===== config.mk =====
export PLATFORM = sky130hd
export DESIGN_NAME = net_tx_link
export DESIGN_NICKNAME = d
export VERILOG_FILES = /design/src/rtl/net_link_pkg.sv /design/src/rtl/net_baud_tick.sv /design/src/rtl/net_tx_link.sv
export SDC_FILE = /design/constraint.sdc
export NUM_CORES = 1
export LEC_CHECK = 0
export BUFFER_PORTS_ARGS = -buffer_cell sky130_fd_sc_hd__buf_4
export CAP_MARGIN = 20
export CORE_ASPECT_RATIO = 0.75
export CORE_MARGIN = 4
export CORE_UTILIZATION = 45
export DETAILED_ROUTE_END_ITERATION = 10
export PLACE_DENSITY = 0.68
export SYNTH_ARGS = -nofsm -noshare
export SYNTH_HDL_FRONTEND = slang
export SYNTH_HIERARCHICAL = 1
export SYNTH_SLANG_ARGS = --single-unit

===== constraint.sdc =====
create_clock -name clk -period 2.4 [get_ports clk]
set_input_delay 0.24 -clock clk [delete_from_list [all_inputs] [get_ports clk]]
set_output_delay 0.24 -clock clk [all_outputs]
set_load 0.02 [all_outputs]

===== src/rtl/net_link_pkg.sv =====
// ---------------------------------------------------------------------------
// net_link_pkg
// Shared definitions for the serial link transmitter and receiver: the frame
// state enumeration, the default bit period, the line idle level and the
// frame-length constant.
//
// Build option: NET_TX_PARITY_EN adds an even-parity bit to every frame,
// which lengthens the frame by one bit period.
// ---------------------------------------------------------------------------
package net_link_pkg;

  typedef enum logic [2:0] {
    ST_IDLE   = 3'd0,
    ST_START  = 3'd1,
    ST_DATA   = 3'd2,
    ST_PARITY = 3'd3,
    ST_STOP   = 3'd4,
    ST_DONE   = 3'd5
  } link_state_e;

  // 50 MHz system clock / 115200 baud
  localparam int CLKS_PER_BIT_DEF = 434;

  localparam logic LINE_IDLE = 1'b1;

  // Bit periods per frame on top of the payload: start + stop (+ parity).
`ifdef NET_TX_PARITY_EN
  localparam int FRAME_OVERHEAD_BITS = 3;
`else
  localparam int FRAME_OVERHEAD_BITS = 2;
`endif

  // Cycles from the accept edge to the DONE entry edge.
  function automatic int frame_cycles(input int data_w, input int clks_per_bit);
    return (data_w + FRAME_OVERHEAD_BITS) * clks_per_bit;
  endfunction

  localparam int FRAME_CYCLES_DEF = frame_cycles(32, CLKS_PER_BIT_DEF);

endpackage


===== src/rtl/net_baud_tick.sv =====
// ---------------------------------------------------------------------------
// net_baud_tick
// Bit-period timer. A down-counter reloaded on clr (or reset) and on its own
// terminal count, giving a one-cycle tick every CLKS_PER_BIT cycles. After a
// clear the first tick comes exactly CLKS_PER_BIT cycles later.
//
// Ports
//   clk    in   system clock
//   reset  in   synchronous, active-high
//   clr    in   restart the bit period (held high while idle)
//   tick   out  high on the last cycle of each bit period
// ---------------------------------------------------------------------------
module net_baud_tick #(
  parameter int CLKS_PER_BIT = 434
) (
  input  logic clk,
  input  logic reset,
  input  logic clr,
  output logic tick
);

  localparam int CNT_W = $clog2(CLKS_PER_BIT);
  localparam logic [CNT_W-1:0] LOAD = CNT_W'(CLKS_PER_BIT - 1);

  logic [CNT_W-1:0] cnt_q;
  logic [CNT_W-1:0] cnt_d;

  // tick is not gated by clr: the FSM derives clr from the transition that
  // tick itself causes, so gating would form a combinational loop.
  assign tick = (cnt_q == '0);

  always_comb begin
    cnt_d = cnt_q - 1'b1;
    if (clr || tick) cnt_d = LOAD;
  end

  always_ff @(posedge clk) begin
    if (reset) cnt_q <= LOAD;
    else       cnt_q <= cnt_d;
  end

endmodule


===== src/rtl/net_tx_link.sv =====
// ---------------------------------------------------------------------------
// net_tx_link
// Serial transmitter driven by the snd instruction. A held tx_signal is
// accepted in IDLE, the word is latched and sent as start bit, DATA_W data
// bits LSB first, optional even parity, stop bit. rdy stalls the processor
// until the one-cycle DONE state, which lets the PC advance.
//
// Build option: NET_TX_PARITY_EN inserts the PARITY state between DATA and
// STOP; without it no parity logic is built.
//
// Ports
//   clk        in   system clock
//   reset      in   synchronous, active-high
//   tx_signal  in   send request (level, held while snd is current)
//   tx_data    in   word to send, sampled on the accept cycle only
//   rdy        out  stall request, combinational
//   tx_line    out  serial line, registered, idles high
//   tx_done    out  one-cycle pulse in DONE
//
// state  | meaning
// IDLE   | line high; accept tx_signal and latch tx_data
// START  | start bit (0)
// DATA   | DATA_W data bits, LSB first
// PARITY | even parity over the latched word (parity build only)
// STOP   | stop bit (1)
// DONE   | one cycle, tx_done high, rdy low, tx_signal ignored
// ---------------------------------------------------------------------------
module net_tx_link
  import net_link_pkg::*;
#(
  parameter int CLKS_PER_BIT = CLKS_PER_BIT_DEF,
  parameter int DATA_W       = 32
) (
  input  logic              clk,
  input  logic              reset,
  input  logic              tx_signal,
  input  logic [DATA_W-1:0] tx_data,
  output logic              rdy,
  output logic              tx_line,
  output logic              tx_done
);

  localparam int IDX_W = (DATA_W > 1) ? $clog2(DATA_W) : 1;
  localparam logic [IDX_W-1:0] LAST_IDX = IDX_W'(DATA_W - 1);

  link_state_e       state_q, state_d;
  logic [DATA_W-1:0] shreg_q, shreg_d;
  logic [IDX_W-1:0]  bit_idx_q, bit_idx_d;
  logic              tx_line_q, tx_line_d;
  logic              tx_done_q, tx_done_d;
`ifdef NET_TX_PARITY_EN
  logic              parity_q, parity_d;
`endif

  logic tick;
  logic baud_clr;

  net_baud_tick #(
    .CLKS_PER_BIT (CLKS_PER_BIT)
  ) u_baud (
    .clk   (clk),
    .reset (reset),
    .clr   (baud_clr),
    .tick  (tick)
  );

  always_comb begin
    state_d   = state_q;
    shreg_d   = shreg_q;
    bit_idx_d = bit_idx_q;
`ifdef NET_TX_PARITY_EN
    parity_d  = parity_q;
`endif
    case (state_q)
      ST_IDLE: begin
        if (tx_signal) begin
          shreg_d   = tx_data;
          bit_idx_d = '0;
`ifdef NET_TX_PARITY_EN
          parity_d  = ^tx_data;
`endif
          state_d   = ST_START;
        end
      end
      ST_START: begin
        if (tick) state_d = ST_DATA;
      end
      ST_DATA: begin
        if (tick) begin
          shreg_d = shreg_q >> 1;
          if (bit_idx_q == LAST_IDX) begin
            bit_idx_d = '0;
`ifdef NET_TX_PARITY_EN
            state_d   = ST_PARITY;
`else
            state_d   = ST_STOP;
`endif
          end else begin
            bit_idx_d = bit_idx_q + 1'b1;
          end
        end
      end
`ifdef NET_TX_PARITY_EN
      ST_PARITY: begin
        if (tick) state_d = ST_STOP;
      end
`endif
      ST_STOP: begin
        if (tick) state_d = ST_DONE;
      end
      ST_DONE: begin
        state_d = ST_IDLE;
      end
      default: begin
        state_d = ST_IDLE;
      end
    endcase

    // Line level follows the state being entered so it is registered yet
    // aligned with the state register.
    case (state_d)
      ST_START: tx_line_d = 1'b0;
      ST_DATA:  tx_line_d = shreg_d[0];
`ifdef NET_TX_PARITY_EN
      ST_PARITY: tx_line_d = parity_d;
`endif
      default:  tx_line_d = LINE_IDLE;
    endcase

    tx_done_d = (state_d == ST_DONE);

    // Restart the bit period on every state entry; hold it cleared in IDLE.
    baud_clr = (state_d != state_q) || (state_q == ST_IDLE);
  end

  always_comb begin
    rdy = 1'b0;
    if (!reset) begin
      case (state_q)
        ST_IDLE: rdy = tx_signal;
        ST_DONE: rdy = 1'b0;
        default: rdy = 1'b1;
      endcase
    end
  end

  always_ff @(posedge clk) begin
    if (reset) begin
      state_q   <= ST_IDLE;
      shreg_q   <= '0;
      bit_idx_q <= '0;
      tx_line_q <= LINE_IDLE;
      tx_done_q <= 1'b0;
`ifdef NET_TX_PARITY_EN
      parity_q  <= 1'b0;
`endif
    end else begin
      state_q   <= state_d;
      shreg_q   <= shreg_d;
      bit_idx_q <= bit_idx_d;
      tx_line_q <= tx_line_d;
      tx_done_q <= tx_done_d;
`ifdef NET_TX_PARITY_EN
      parity_q  <= parity_d;
`endif
    end
  end

  assign tx_line = tx_line_q;
  assign tx_done = tx_done_q;

endmodule


## Word-level counts from Yosys, hierarchy flattened

Index checks and enable logic that the tools add are counted.

| cells by class | value |
|---|---|
| mux-type cells | 16 |
| magnitude comparators | 0 |
| shift-type cells | 0 |
| multipliers | 0 |
| bitwise logic cells | 0 |
| equal/unequal tests | 11 |
| $add $sub $neg | 2 |
| div/mod/pow operators | 0 |
| reductions and logical operators | 7 |

Operators by type and width:

| cell | number |
|---|---|
| 2-to-1 mux 32 bit | 2 |
| case mux 32 bit (2 select lines) | 1 |
| 2-to-1 mux 3 bit | 5 |
| 2-to-1 mux 5 bit | 3 |
| case mux 3 bit (4 select lines) | 1 |
| case mux 5 bit (2 select lines) | 1 |
| equality test 3 bit (second input constant) | 3 |
| zero test 9 bit | 1 |
| subtractor 9 x 1 -> 9 bit (second input constant) | 1 |
| equality test 3 x 1 -> 1 bit (second input constant) | 2 |
| equality test 3 x 2 -> 1 bit (second input constant) | 2 |
| adder 5 x 1 -> 5 bit (second input constant) | 1 |
| equality test 5 bit (second input constant) | 1 |
| case mux 1 bit (2 select lines) | 2 |
| zero test 3 bit | 1 |
| inequality test 3 bit | 1 |
| AND reduction 3 bit | 1 |
| logical OR 1 bit | 2 |
| inequality test 2 x 1 -> 1 bit (second input constant) | 1 |
| inequality test 2 bit (second input constant) | 1 |
| nonzero test 2 bit | 1 |
| OR reduction 2 bit | 1 |
| 2-to-1 mux 1 bit | 1 |

| storage, ports and cells | value |
|---|---|
| input bits | 35 |
| bits in registers | 51 |
| word-level logic and storage cells | 43 |
| memories | 0 |
| output and inout bits | 3 |
| bits in latches | 0 |
| ROM bits | 0 |
| bits in writable memories | 0 |

## Longest topological paths before layout

| logic depth | value |
|---|---|
| word-level depth | 8 |
| mapped depth | 11 |
| mapped depth without buffers | 10 |

## Modules after synthesis

The synthesis kept the hierarchy.

Modules (own cells, without submodules):

| module | cells each | sequential area each (um^2) | times used | area each (um^2) |
|---|---|---|---|---|
| net_tx_link | 212 | 840.8 | 1 | 1791.7 |
| net_baud_tick | 46 | 180.2 | 1 | 425.4 |

## Least setup slack after synthesis

OpenSTA, ideal clock, no wires.

| timing path | value |
|---|---|
| path kind | register -> register |
| from | reg u_baud.cnt_q[3] |
| to | reg bit_idx_q[2] |
| setup time | 70 ps |
| cell stages (with the launch flop) | 9 |
| required time | 2330 ps |
| setup slack | -105 ps |
| buffers on the path | 2 |
| data arrival time | 2434 ps |
| period minus slack after synthesis | 2505 ps |
| path through | dfxtp_1 -> or4_4 -> nor4_2 -> nor4bb_1 -> clkbuf_1 -> nor2_1 -> buf_2 -> or4b_1 -> a21oi_1 |

| between the ends | value |
|---|---|
| cells in the longest elaborated chain, start to end | 3 |

RTL lines:

| what | RTL line | text |
|---|---|---|
| from (decl) | net_baud_tick.sv:25 | `logic [CNT_W-1:0] cnt_q;` |
| from (signal assigned) | net_baud_tick.sv:39 | `else cnt_q <= cnt_d;` |
| zero test 9 bit | net_baud_tick.sv:30 | `assign tick = (cnt_q == '0);` |
| named net tick | net_tx_link.sv:55 | `logic tick;` |
| inequality test 2 x 1 -> 1 bit (no line) | n/a |  |
| AND reduction 3 bit (no line) | n/a |  |
| to (signal assigned) | net_tx_link.sv:160 | `bit_idx_q <= bit_idx_d;` |
| to (decl) | net_tx_link.sv:48 | `logic [IDX_W-1:0] bit_idx_q, bit_idx_d;` |

The timed path passes the listed nets, and every way through them passes these cells.
A chain may end at the register's enable or synchronous reset.

## Worst setup path after layout

| timing path | value |
|---|---|
| from | reg u_baud.cnt_q[6] |
| to | reg bit_idx_q[2] |

The elaborated chain is that of the path after synthesis.

==> metrics.cfg <==
[run_status]
outcome = complete, no violations

[placement]
place_hpwl_mm = 3.178
preCtsSetupSlack_ns = 0.03008
gp_congestion = 0.7921
placed_cells = 341
port_buffers = 37

[clock_network]
clock_sinks = 51
ctsHoldBuffers = 0
htreeDepth = 2
cts_tree = yes
clockRootBuffer = clkbuf_8
path_clk_slew_ns = 0.09
worstSkewPairLatency_ns = 0.30
numCtsBuffers = 5
clk_path_buf_depth = 2

[worst_setup_path]
endpoint_kind = flip-flop
max_stage_delay_ns = 0.57
cp.buffers_inverters = 0
timing.setup.critical_path_class = flip-flop to flip-flop
path_cells = or4_4 > nor4_4 > nor4bb_4 > nor2_4 > or4b_4 > a21oi_2
worstPathRequired_ns = 2.64
arrival_ns = 2.59
slowest_stage = or4_4
crit_path_max_fanout = 5
path_delay_family = simple AND/OR/NAND/NOR gates
worst_setup_path_start_kind = flip-flop

[power]
power_switching_mw = 0.3778
netSwitchingFraction_pct = 24.26
power_density_mw_per_mm2 = 554.8
vdd_drop_max_v = 0.0003943
p_comb_share_pct = 11.6
seqPwrFrac_pct = 58.1
clockPowerShare_pct = 30.2
leakagePower_nw = 1.046
p_int_mw = 1.179

[drt]
drt_iter0_markers = 150
drcViolationCount = 0
dr.pass1.iters = 4
wl_per_cell_um = 13.92
vias = 1989
via_per_inst = 5.587
wirelength_mm = 4.955
final_antenna_net_count = 0

[grt]
use_met2_pct = 23.52
grt_antenna_before_repair = 0
use_met1_pct = 25.22
grt_util_met3_pct = 4.751
grt_util_all_layers_pct = 16.86
first_global_vias = 1716
grt-busiest-layer = met1
overflow = 0
grt_start_max_net_pins = 46
grt_pass1_wl_mm = 8.010

[yosys]
syn_area_per_cell_um2 = 8.594
yosysSeqAreaShare_pct = 46.05
ys.flop_type = dfxtp_1
ys_types = 44
synth_warnings = 6
async_flop_share_pct = 0
syn_nets = 296
synth_seq_cells = 51
synth_edf_count = 0
synthCells = 258
syn-cell-area_mm2 = 0.002217

[layout]
fin_util_pct = 61.03
layout_commonest_cell = buf_4
syn_to_final_growth_pct = 26.58
final_cell_count_no_fill = 356
n_antenna_cell = 0
drive_gt1_share_pct = 26.76
final_cell_mix = 50 x buf_4, 48 x dfxtp_1, 41 x a21oi_1
nets = 336

[timing]
slew_headroom_pct = 61.09
max_freq_mhz = 424.2
setup_tns_ns = 0
fin_ws_ns = 0.04238
finalCriticalPeriod_ns = 2.358
drv_slew = 0
holdWs_ns = 0.1720
setup_violations = 0
worst_slew_pin_slew_ns = 0.5828
hold_violations = 0
rsz0062_at_grt = yes
period_share_pct = 98.23
finClkSkew_ns = 0.007379

[floorplan]
die_x_um = 89.05
core_mm2 = 0.004598
dieHeight_um = 68.79
start_util_pct = 48.22
core.rowCount = 21
io_pins = 38
die_area_mm2 = 0.006126

[min_path]
min-delay-path-class = primary input to flip-flop

[run]
cap_violations = 0

## path summary, 6_finish.rpt
kind,startpoint,endpoint,slack [ns],cells past startpoint
max,u_baud/cnt_q[6],bit_idx_q[2],0.04,6
min,tx_data[31],shreg_q[31],0.17,3
max reg2reg,u_baud/cnt_q[6],bit_idx_q[2],0.04,6
min reg2reg,u_baud/cnt_q[0],u_baud/cnt_q[0],0.42,1
## power groups by stage
stage          registers, mW  clock network [mW]  logic [mW]
6_report               0.905               0.471       0.181
3_3_place_gp           0.923                   0       0.175
4_1_cts                0.905               0.491       0.177
2_1_floorplan          0.918                   0       0.106
5_1_grt                0.911               0.525       0.202
3_5_place_dp           0.924                   0       0.176
## cell families (layout without fill, tap and decap cells)
group / Yosys count / after routing / share of synthesized area (%)
compound gates: 95 / 95 / 27.20
simple gates: 83 / 83 / 20.26
flops: 51 / 51 / 46.05
buf+inv: 25 / 66 / 4.288
fa+ha+maj: 3 / 3 / 1.693
mux: 1 / 1 / 0.5079
## final cells by class
class / instances / area (µm²)
Fill cell: 414 / 1792
Tap cell: 57 / 71.32
Clock inverter: 2 / 12.51
Clock buffer: 6 / 72.57
Inverter: 5 / 18.77
Multi-Input combinational cell: 182 / 1161
Timing Repair Buffer: 53 / 445.4
Sequential cell: 51 / 1025
## repair_timing
item,CTS,global route
resized for setup,0,16
setup buffers,0,5
endpoints found under the setup margin,0,38
## synthesized netlist by cell type (2+ instances only)
master | count | area [µm²]
nor3_1 | 4 | 20.02
nor3b_1 | 3 | 22.52
o21ai_0 | 7 | 35.03
nor2_1 | 12 | 45.04
or4_1 | 3 | 22.52
nand2b_1 | 2 | 12.51
or3_1 | 5 | 31.28
nor2b_1 | 2 | 12.51
nand3_1 | 3 | 15.01
a22oi_1 | 30 | 225.2
nand2_1 | 36 | 135.1
a21o_1 | 2 | 15.01
ha_1 | 3 | 37.54
dfxtp_1 | 51 | 1021
o211ai_1 | 2 | 15.01
clkbuf_1 | 18 | 67.56
inv_1 | 5 | 18.77
a21oi_1 | 44 | 220.2
## worst register-to-register path, stage by stage, from the launching register on
cell and delay, ns:
dfxtp_2 0.34, or4_4 0.57, nor4_4 0.35, nor4bb_4 0.34
nor2_4 0.09, or4b_4 0.49, a21oi_2 0.12
## through the flow
step | area (µm²) | power [mW]
global route | 2806 | 1.639
finish | 2806 | 1.557
global placement | 2584 | 1.098
detailed placement | 2584 | 1.101
CTS | 2669 | 1.573
floorplan | 2228 | 1.024
## state kept, by name, indices dropped and copies added (netlist names)
name / count
bit_idx_q: 5
shreg_q: 32
tx_done: 1
state_q: 3
tx_line: 1
u_baud/cnt_q: 9
## per-layer routing
layer	vias to the layer above	share of wire [%]
met5	-	0
met4	0	0.48
met3	2	6.4
met2	42	41
met1	921	52
li1	1024	-
Note: power is estimated with default switching activity, not from simulation.
